## config.mk

```make
export PLATFORM = sky130hd
export DESIGN_NAME = carryselect_accumulator
export DESIGN_NICKNAME = d
export VERILOG_FILES = /design/src/rtl/carryselect_accumulator.sv
export SDC_FILE = /design/constraint.sdc
export NUM_CORES = 1
export LEC_CHECK = 0
export CAP_MARGIN = 0
export CELL_PAD_IN_SITES_DETAIL_PLACEMENT = 0
export CELL_PAD_IN_SITES_GLOBAL_PLACEMENT = 2
export CORE_MARGIN = 5
export CORE_UTILIZATION = 25
export DETAILED_ROUTE_END_ITERATION = 16
export GPL_ROUTABILITY_DRIVEN = 0
export PLACE_DENSITY = 0.72
export SLEW_MARGIN = 0
export SYNTH_ARGS = -nofsm -noshare
export SYNTH_HDL_FRONTEND = slang
export SYNTH_HIERARCHICAL = 1
export SYNTH_SLANG_ARGS = --single-unit
```

## constraint.sdc

```tcl
create_clock -name clk -period 8.8 [get_ports clk]
set_input_delay 1.32 -clock clk [delete_from_list [all_inputs] [get_ports clk]]
set_output_delay 1.32 -clock clk [all_outputs]
set_load 0.01 [all_outputs]
```

## src/rtl/carryselect_accumulator.sv

```systemverilog
// Carry-select adder plus a packet accumulator that sums LEN stream operands onto an initial value.
// Optional saturating arithmetic: define CARRYSELECT_ACCUM_SATURATE_EN.
module carryselect_adder #(
    parameter int N = 32,
    parameter int M = 8
) (
    input  logic [N-1:0] a,
    input  logic [N-1:0] b,
    input  logic         c_in,
    output logic [N-1:0] sum,
    output logic         c_out
);
    localparam int NB = N / M;

    logic [NB:0] c;

    assign c[0]  = c_in;
    assign c_out = c[NB];

    genvar i;
    generate
        for (i = 0; i < NB; i++) begin : g_blk
            logic [M:0] s0;
            logic [M:0] s1;

            // Both carry-in cases are precomputed; the incoming carry only selects.
            assign s0 = {1'b0, a[i*M +: M]} + {1'b0, b[i*M +: M]};
            assign s1 = {1'b0, a[i*M +: M]} + {1'b0, b[i*M +: M]} + {{M{1'b0}}, 1'b1};

            assign sum[i*M +: M] = c[i] ? s1[M-1:0] : s0[M-1:0];
            assign c[i+1]        = c[i] ? s1[M] : s0[M];
        end
    endgenerate
endmodule

module carryselect_accumulator #(
    parameter int N   = 32,
    parameter int M   = 8,
    parameter int LEN = 4
) (
    input  logic         clk,
    input  logic         rst,
    input  logic         start,
    input  logic [N-1:0] init,
    input  logic         in_valid,
    output logic         in_ready,
    input  logic [N-1:0] in_data,
    output logic         out_valid,
    input  logic         out_ready,
    output logic [N-1:0] out_sum,
    output logic         out_carry,
    output logic         busy
);
    localparam int CW = $clog2(LEN + 1);

    typedef enum logic [1:0] {
        IDLE  = 2'd0,
        ACCUM = 2'd1,
        DONE  = 2'd2
    } state_t;

    state_t        state;
    state_t        state_next;
    logic [N-1:0]  acc;
    logic [CW-1:0] cnt;
    logic          ovf;
    logic [N-1:0]  sum;
    logic          c_out;
    logic          beat;
    logic          last;

    carryselect_adder #(
        .N(N),
        .M(M)
    ) u_adder (
        .a    (acc),
        .b    (in_data),
        .c_in (1'b0),
        .sum  (sum),
        .c_out(c_out)
    );

    assign beat = in_valid & in_ready;
    assign last = (cnt == CW'(LEN - 1));

    always_comb begin
        state_next = state;
        in_ready   = 1'b0;
        out_valid  = 1'b0;
        unique case (state)
            IDLE: begin
                if (start) state_next = ACCUM;
            end
            ACCUM: begin
                in_ready = 1'b1;
                if (in_valid && last) state_next = DONE;
            end
            DONE: begin
                out_valid = 1'b1;
                if (out_ready) state_next = IDLE;
            end
            default: state_next = IDLE;
        endcase
    end

    always_ff @(posedge clk) begin
        if (rst) begin
            state <= IDLE;
            acc   <= '0;
            cnt   <= '0;
            ovf   <= 1'b0;
        end else begin
            state <= state_next;
            if (state == IDLE && start) begin
                acc <= init;
                cnt <= '0;
                ovf <= 1'b0;
            end else if (beat) begin
                cnt <= cnt + CW'(1);
                ovf <= ovf | c_out;
`ifdef CARRYSELECT_ACCUM_SATURATE_EN
                // Saturation is sticky for the rest of the packet.
                acc <= (c_out | ovf) ? '1 : sum;
`else
                acc <= sum;
`endif
            end
        end
    end

    assign out_sum   = acc;
    assign out_carry = ovf;
    assign busy      = (state == ACCUM) || (state == DONE);
endmodule

```

After elaboration in Yosys (flattened, before gate mapping)
Index checks and enable logic that the tools add are counted.
{"block": "op_classes", "eq_ne": 6, "order_cmp": 0, "div": 0, "shifts": 0, "addsub": 8, "n_reduce_logical": 7, "mux": 14, "multipliers": 0, "n_bitwise": 2}
{"op": "$mux 32", "n": 2}
{"op": "$add 8x8->9", "n": 4}
{"op": "$add 9x1->9 const B", "n": 3}
{"op": "$mux 8", "n": 3}
{"op": "$mux 2", "n": 3}
{"op": "$ne 2x2->1 const B", "n": 3}
{"op": "$pmux 2 s3", "n": 1}
{"op": "$mux 1", "n": 5}
{"op": "$add 3x1->3 const B", "n": 1}
{"op": "$eq 3x2->1 const B", "n": 1}
{"op": "$reduce_and 3->1", "n": 1}
{"op": "$eq 2x1->1 const B", "n": 1}
{"op": "$eq 2x2->1 const B", "n": 1}
{"op": "$logic_and 1x1->1", "n": 2}
{"op": "$logic_not 2->1", "n": 1}
{"op": "$reduce_bool 2->1", "n": 1}
{"op": "$reduce_or 2->1", "n": 1}
{"op": "$and 1x1->1", "n": 1}
{"op": "$logic_or 1x1->1", "n": 1}
{"op": "$or 1x1->1", "n": 1}
{"block": "word_totals", "memories": 0, "ramBits": 0, "input_bits": 69, "out_inout_bits": 36, "latchBits": 0, "elab_cells": 41, "mem_bits_ro": 0, "ff_bits": 38}

Depth between registers and ports, before layout
Gate-level depths: netlist (run 1).
{"block": "depth", "ltp_word": 7, "ltp_mapped": 14, "mapped_depth_nobuf": 14}

By module
The synthesis (run 1) kept the hierarchy.
{"mod": "carryselect_adder", "cells_per_inst": 280, "area_per_inst_um2": 2184.6, "seq_area_each_um2": 0.0, "n_inst": 1}
{"mod": "carryselect_accumulator", "cells_per_inst": 222, "area_per_inst_um2": 2057.0, "seq_area_each_um2": 760.7, "n_inst": 1}

Worst setup path after synthesis (run 1)
OpenSTA, ideal clock, no wires.
{"block": "synth_path", "kind": "input to register", "start": "in in_data[16]", "end": "reg acc[25], in the netlist out_sum[25]", "t_arrival_ns": 4.239, "path_stages": 13, "required_ns": 8.653, "path_slack_ns": 4.414, "setup_time_ns": 0.147, "n_path_buf": 0, "cell_sequence": "ha_1 -> fa_1 -> a211oi_1 -> o21bai_1 -> a21oi_1 -> nand4b_1 -> a21oi_1 -> or3b_2 -> mux2i_4 -> xnor2_1 -> mux2_1 -> nand2_1 -> a311oi_2"}
{"block": "synth_between", "elab_chain_cells": 6}
{"item": "start, declared", "line_no": "47", "rtl": "input logic [N-1:0] in_data,"}
{"item": "$add 8x8->9 (*)", "line_no": "27, 28"}
{"item": "$add 9x1->9", "line_no": "28", "rtl": "assign s1 = {1'b0, a[i*M +: M]} + {1'b0, b[i*M +: M]} + {{M{1'b0}}, 1'b1};"}
{"item": "$mux 1 (*)", "line_no": "31", "rtl": "assign c[i+1] = c[i] ? s1[M] : s0[M];"}
{"item": "$mux 8 (*)", "line_no": "30", "rtl": "assign sum[i*M +: M] = c[i] ? s1[M-1:0] : s0[M-1:0];"}
{"item": "net sum[25]", "line_no": "67", "rtl": "logic [N-1:0] sum;"}
{"item": "$mux 32 (*)", "line_no": "118", "rtl": "end else if (beat) begin"}
{"item": "$mux 32 (*)", "line_no": "114", "rtl": "if (state == IDLE && start) begin"}
{"item": "end signal, assigned", "line_no": "115", "rtl": "acc <= init;"}
{"item": "end signal, assigned", "line_no": "125", "rtl": "acc <= sum;"}
{"item": "end, declared", "line_no": "64", "rtl": "logic [N-1:0] acc;"}
Mark *: on every way through the listed nets, which the timed path passes. The rest lies on a longest branch. The select of a mux whose other input is x is not followed.
A chain may end at the register's enable or synchronous reset.

Worst setup path after layout (run 1)
Ends and elaborated chain as after synthesis.

==> run metrics, run 1 <==
clock share of power 0.099; DR WL/cell 15.4 um; Max Fanout on Critical Path 8; DIE HEIGHT about 140 um; internal power between 0.0009 and 0.001 W; Post-Synthesis Cells ~500; ant diodes 0; xor-xnor portion of the synthesized cell area 0.125; crit start category primary input; Hold Crit Class reg2reg; Inserted Clock Buffers 5; fin nets 710; layout cells sized above 1 0.113; Synth async-reset ratio 0; Synth Flop Type dfxtp_1; setup slack, reg-to-reg 5.06 ns; post-route minimum period between 4 and 5 ns; initial core utilization 0.255; sequential power share 0.171; CTS tree done; pwr dens around 330 nW/um2; site row count between 40 and 50; Max Slew Vio Count 0; CTS resizes 0; multiplexer share of the synthesized area 0.0398; antenna violations before repair 0; P_sw roughly 0.0009 W; WS Path Type in2reg; Post-Synth Simple-Gate Area 0.229; number of global-route vias before repair approximately 4000; CP endpoint kind flip-flop; Yosys warning total 6; drt first pass iters 4; required time of the critical path a little under 9 ns; first-pass GRT wire length ~21 mm; area delta synth->final 31.4%; fmax roughly 0.21 GHz; largest family of logic cells by synthesized area simple AND/OR/NAND/NOR gates; vias after detailed routing a little under 4000; worst skew pair latency 0.29 ns; r2r endpoint out_sum[25]$_SDFFE_PP0P_; Fill cells between 1500 and 2000; area of the core ~17000 um2; total track usage 0.127; ANT nets after route 0; Iter 0 DRT Violations ~190; final wirelength around 13 mm; Seq/Total Area, Yosys 0.179; Finish-stage setup viols 0; synthesized area about 4200 um2; vias per cell 4.84; Synth Area in Compound Gates 0.227; EDFF count, synth 0; number of port buffers about 100; #FFs+latches synth 38; R2R depth 13; combinational cell fraction of total power 0.730; Final Hold Viols 0; Slew headroom 0.454; H-tree Lvls 2; Hold Path End cnt[1]$_SDFFE_PP0P_; RSZ-0062 raised after global routing no; utilization after layout 0.335; period utilization 0.549; setup TNS 0 ns; CP Data Arrival Time 4.96 ns; r2r startpoint out_sum[16]$_SDFFE_PP0P_; Die W roughly 140 um; Hold Path Cell Cnt 2; largest net degree at the start of global routing 41; DRC violations left 0; Pleak between 2 and 2.5 nW; max_cap viols 0; hold_sp cnt[1]$_SDFFE_PP0P_; die footprint roughly 20000 um2; CTS Buffer Depth 2; total power between 0.0015 and 0.002 W; placed wire-length estimate roughly 10 mm; Worst-path clk slew about 0.060 ns; root buf cell clkbuf_16; gr ovfl total 0; Synth Area in Adders 0.146; Yosys cell types 58; CTS Hold Buffers Added 0; mean post-synth cell area about 8.4 um2; Sw Ratio 0.483; Clock Skews ~0.010 ns; IO Count 105; Clock Sinks 38; worst IR drop on VDD approximately 0.12 mV; hold slack approximately 0.47 ns; Worst Tran Pin Value 0.818 ns; post-CTS setup buffers 0; status finished clean
state kept, by name, indices dropped and copies added, names as in the netlist:
| register | flops |
|---|---|
| state | 2 |
| cnt | 3 |
| out_sum | 32 |
| out_carry | 1 |
cell usage in the layout (no fill, tap or decap), types with 4 or more instances in the layout:
cell type | Yosys | routed
conb_1 | 1 | 4
o21bai_1 | 6 | 6
ha_1 | 43 | 43
clkbuf_16 | 0 | 5
a21oi_1 | 24 | 24
dfxtp_1 | 38 | 38
nor2_1 | 37 | 37
nand2b_1 | 10 | 10
nand3_1 | 46 | 46
xnor2_1 | 32 | 32
clkdlybuf4s50_1 | 0 | 103
fa_1 | 4 | 4
a311oi_2 | 32 | 32
mux2i_1 | 9 | 9
nor3_1 | 15 | 15
nor2_2 | 10 | 10
a211oi_1 | 5 | 5
buf_4 | 1 | 5
and3_1 | 5 | 5
nand2_1 | 53 | 53
xor2_1 | 25 | 25
inv_1 | 15 | 15
o21ai_0 | 9 | 9
a21o_1 | 12 | 12
worst max path at each step:
stage                          endpoint  depth (start not counted)  slack [ns]   startpoint
2_1_floorplan  out_sum[25]$_SDFFE_PP0P_                         13        4.41  in_data[16]
3_3_place_gp   out_sum[25]$_SDFFE_PP0P_                         14        3.71  in_data[16]
3_5_place_dp   out_sum[25]$_SDFFE_PP0P_                         14        3.68  in_data[16]
4_1_cts        out_sum[25]$_SDFFE_PP0P_                         14        3.97  in_data[16]
5_1_grt        out_sum[26]$_SDFFE_PP0P_                         14        3.78  in_data[16]
6_report       out_sum[25]$_SDFFE_PP0P_                         14        3.97  in_data[16]
power by group through the flow:
stage	sequential, W	combinational [W]	clock (W)
final	0.000316	0.00135	0.000182
after global routing	0.000329	0.00150	0.000196
after CTS	0.000318	0.00136	0.000190
after detailed placement	0.000320	0.00135	0
after global placement	0.000320	0.00134	0
after floorplan	0.000331	0.000988	0
per-layer routing:
metal  GRT usage  share of wire
met4      0.0240         0.0072
met2       0.199           0.44
met1       0.177           0.50
met5           0              0
met3      0.0327          0.055
final cells by class:
cell class,count,area (um2),area share
inverters,15,56.3,0.0101
clock buffers,6,129,0.0231
clock inverters,1,7.51,0.00135
flip-flops and latches,38,761,0.137
multi-input cells,425,3270,0.587
repair buffers,109,1070,0.193
well taps,220,275,0.0494
cells in the mapped netlist (10+ instances only):
cell	number	area (um2)
xor2_1	25	219
a311oi_2	32	480
nor2_2	10	62.6
ha_1	43	538
dfxtp_1	38	761
nand3_1	46	230
nand2_1	53	199
xnor2_1	32	280
nand2b_1	10	62.6
nor2_1	37	139
a21oi_1	24	120
clkbuf_1	12	45.0
a21o_1	12	90.1
nor3_1	15	75.1
inv_1	15	56.3
cells by family (layout without fill, tap and decap cells):
logic type               count (synthesis)  after routing
AND/OR/NAND/NOR                        196            196
AO/OA/AOI/OAI                          104            104
XOR/XNOR                                59             59
adder cells (fa/ha/maj)                 47             47
buffers and inverters                   42            131
flip-flops                              38             38
multiplexers                            15             15
other                                    1              4
critical path, stage by stage:
cell	delay, ns
clkdlybuf4s50_1	0.41
ha_1	0.22
fa_1	0.43
a211oi_1	0.24
o21bai_1	0.12
a21oi_1	0.30
nand4b_1	0.14
a21oi_1	0.17
or3b_2	0.49
mux2i_4	0.39
xnor2_1	0.22
mux2_1	0.34
nand2_1	0.07
a311oi_2	0.08
per-stage QoR:
stage | area [um2] | cells | setup WS, ns
after global placement | 5440 | 807 | 3.71
final | 5570 | 814 | 3.97
after global routing | 5570 | 814 | 3.78
after detailed placement | 5440 | 807 | 3.68
after CTS | 5570 | 814 | 3.97
after floorplan | 4250 | 505 | 4.41
No activity file was read; power rests on OpenSTA's default activity.
==> run 2: changes to the inputs <==
--- a/config.mk
+++ b/config.mk
@@ -12,7 +12,7 @@
 export CORE_UTILIZATION = 25
 export DETAILED_ROUTE_END_ITERATION = 16
 export GPL_ROUTABILITY_DRIVEN = 0
-export PLACE_DENSITY = 0.72
+export PLACE_DENSITY = 0.75
 export SLEW_MARGIN = 0
 export SYNTH_ARGS = -nofsm -noshare
 export SYNTH_HDL_FRONTEND = slang
==> constraint.sdc (replaced) <==
create_clock -name clk -period 4 [get_ports clk]
set_input_delay 0.6 -clock clk [delete_from_list [all_inputs] [get_ports clk]]
set_output_delay 0.6 -clock clk [all_outputs]
set_load 0.01 [all_outputs]
==> run metrics, run 2 (synthesis gave the netlist of run 1 again) <==
status finished clean (unchanged); WS Path Type in2reg (unchanged); Buf/Inv on CP 2 (was 1); CTS Buffer Depth 2 (unchanged); Finish-stage setup viols 0 (unchanged); Worst-path clk slew 0.06 ns (about the same); r2r endpoint out_sum[25]$_SDFFE_PP0P_ (unchanged); worst IR drop on VDD 0.252 mV (was 0.121 mV); number of global-route vias before repair 4068 (was 3998); max_cap viols 0 (unchanged); slowest cell on the critical path fa_1 (was or3b_2); PnR worst setup slack 0.222 ns (was 3.97 ns); IO Count 105 (unchanged); ANT nets after route 0 (unchanged); period utilization 0.944; worst skew pair latency 0.30 ns (was 0.29 ns); gr ovfl total 0 (unchanged); clock share of power 0.109 (was 0.099); RSZ-0062 raised after global routing no (unchanged); critical path's top delay family compound AO/OA/AOI/OAI gates (unchanged); post-route minimum period between 3 and 4 ns; Max Slew Vio Count 0 (unchanged); CP Data Arrival Time 3.92 ns (was 4.96 ns); Sw Ratio 0.468 (was 0.483); final wirelength 12.8 mm (was 12.6 mm); Die W 140 um (unchanged); DIE HEIGHT 140 um (unchanged); required time of the critical path 4.14 ns (was 8.92 ns); setup TNS 0 ns (unchanged); cell mode on critical path a21o_1 (was a21oi_1); DR WL/cell 15.3 um (was 15.4 um); Hold Crit Class reg2reg (unchanged); combinational cell fraction of total power 0.733 (was 0.730); placed wire-length estimate 9.99 mm (was 9.73 mm); max reg flops 32 (unchanged); fin nets 735 (was 710); cell depth of the worst setup path 15 (was 14); final instance area 5890 um2 (was 5570 um2); total track usage 0.129 (was 0.127); vias after detailed routing 3981 (was 3939); Hold Path End cnt[1]$_SDFFE_PP0P_ (unchanged); drt first pass iters 5 (was 4); hold_sp cnt[1]$_SDFFE_PP0P_ (unchanged); R2R depth 14 (was 13); slowest cell delay on critical path 0.41 ns (was 0.49 ns); Post-Layout Cell Count 840 (was 814); Final Hold Viols 0 (unchanged); Pleak 2.32 nW (was 2.16 nW); crit start category primary input (unchanged); first-pass GRT wire length 20.9 mm (was 20.7 mm); placed inst area 5640 um2 (was 5440 um2); pwr dens 736 nW/um2 (was 331 nW/um2); root buf cell clkbuf_16 (unchanged); area delta synth->final 39.0% (was 31.4%); H-tree Lvls 2 (unchanged); P_sw 0.00203 W (was 0.000892 W); DRC violations left 0 (unchanged); Slew headroom 0.515 (was 0.454); sequential power share 0.158 (was 0.171); CTS tree done (unchanged); site row count 47 (unchanged); DP Cell Count 831 (was 807); commonest non-fill, non-tap cells in the layout clkdlybuf4s50_1, nand2_1, nand3_1, ha_1, dfxtp_1 (unchanged); Max Fanout on Critical Path 8 (unchanged); Worst Tran Pin Value 0.728 ns (was 0.818 ns); Clock Sinks 38 (unchanged); Hold Path Cell Cnt 2 (unchanged); setup slack, reg-to-reg 0.59 ns (was 5.06 ns); number of port buffers 104 (unchanged); layout cells sized above 1 0.169 (was 0.113); vias per cell 4.74 (was 4.84); initial core utilization 0.255 (unchanged); ant diodes 0 (unchanged); Placement Setup Slack -0.216 ns (was 3.68 ns); fmax about 0.26 GHz; CP endpoint kind flip-flop (unchanged); largest net degree at the start of global routing 56 (was 41); Inserted Clock Buffers 5 (unchanged); Clock Skews 0.00770 ns (was 0.0105 ns); r2r startpoint out_sum[8]$_SDFFE_PP0P_ (was out_sum[16]$_SDFFE_PP0P_); antenna violations before repair 0 (unchanged); commonest non-fill, non-tap cell in the layout clkdlybuf4s50_1 (unchanged); Iter 0 DRT Violations 143 (was 188); die footprint 19700 um2 (unchanged); critical-path cell list clkdlybuf4s50_1 -> ha_1 -> fa_1 -> a21o_1 -> a21o_1 -> a2111oi_2 -> nor3_1 -> a21oi_1 -> nand4_4 -> mux2i_4 -> buf_12 -> xnor2_2 -> mux2_1 -> nand2_1 -> a311oi_2 (was clkdlybuf4s50_1 -> ha_1 -> fa_1 -> a211oi_1 -> o21bai_1 -> a21oi_1 -> nand4b_1 -> a21oi_1 -> or3b_2 -> mux2i_4 -> xnor2_1 -> mux2_1 -> nand2_1 -> a311oi_2); internal power 0.00231 W (was 0.000954 W); area of the core 16600 um2 (unchanged)
-- run 2: repair_timing --
action                     CTS  global route
hold buffers                 0             0
gates resized for setup      0            16
setup endpoints to repair    0            16
buffers inserted             0             1
-- run 2: power by group through the flow --
stage | logic (W) | clock network [W] | registers [W]
2_1_floorplan | 0.00217 | 0 | 0.000728
3_3_place_gp | 0.00311 | 0 | 0.000696
3_5_place_dp | 0.00315 | 0 | 0.000697
4_1_cts | 0.00317 | 0.000495 | 0.000693
5_1_grt | 0.00354 | 0.000502 | 0.000713
6_report | 0.00318 | 0.000473 | 0.000687
-- run 2: how the worst max path moves through the flow --
| stage | from | slack [ns] | end |
|---|---|---|---|
| final | in_data[8] | 0.22 | out_sum[25]$_SDFFE_PP0P_ |
| after global routing | in_data[8] | 0.02 | out_sum[28]$_SDFFE_PP0P_ |
| after CTS | in_data[16] | 0.09 | out_sum[30]$_SDFFE_PP0P_ |
| after detailed placement | in_data[16] | -0.22 | out_sum[30]$_SDFFE_PP0P_ |
| after global placement | in_data[16] | -0.15 | out_sum[30]$_SDFFE_PP0P_ |
| after floorplan | in_data[16] | 0.33 | out_sum[25]$_SDFFE_PP0P_ |
-- run 2: tightest hold or removal path, delay by kind of cell (launching register included) --
family | cells | cell delay, ns
AOI/OAI and AO/OA | 1 | 0.05
and+or+nand+nor | 1 | 0.06
DFF | 1 | 0.32
-- run 2: cell type report --
| class | instances | area (um2) |
|---|---|---|
| clock inverters | 3 | 40.0 |
| repair buffers | 134 | 1290 |
| multi-input cells | 425 | 3350 |
| well taps | 220 | 275 |
| fillers | 1719 | 10700 |
| flip-flops and latches | 38 | 761 |
| clock buffers | 5 | 125 |
| inverters | 15 | 56.3 |
-- run 2: layer usage --
layer  part of all wire  wire, um  up-vias  GRT usage
met5                  0         0        -          0
met4             0.0094       121        0     0.0311
met3              0.048       614        7     0.0317
met2               0.45      5810       83      0.210
met1               0.49      6270     1838      0.172
li1                   -         -     2053          -
-- run 2: through the flow --
stage                util  total power (W)  hold WS, ns
finish              0.354          0.00434        0.474
global route        0.354          0.00475        0.514
CTS                 0.349          0.00436        0.475
detailed placement  0.339          0.00384        0.464
global placement    0.339          0.00381        0.448
floorplan               -          0.00290        0.440
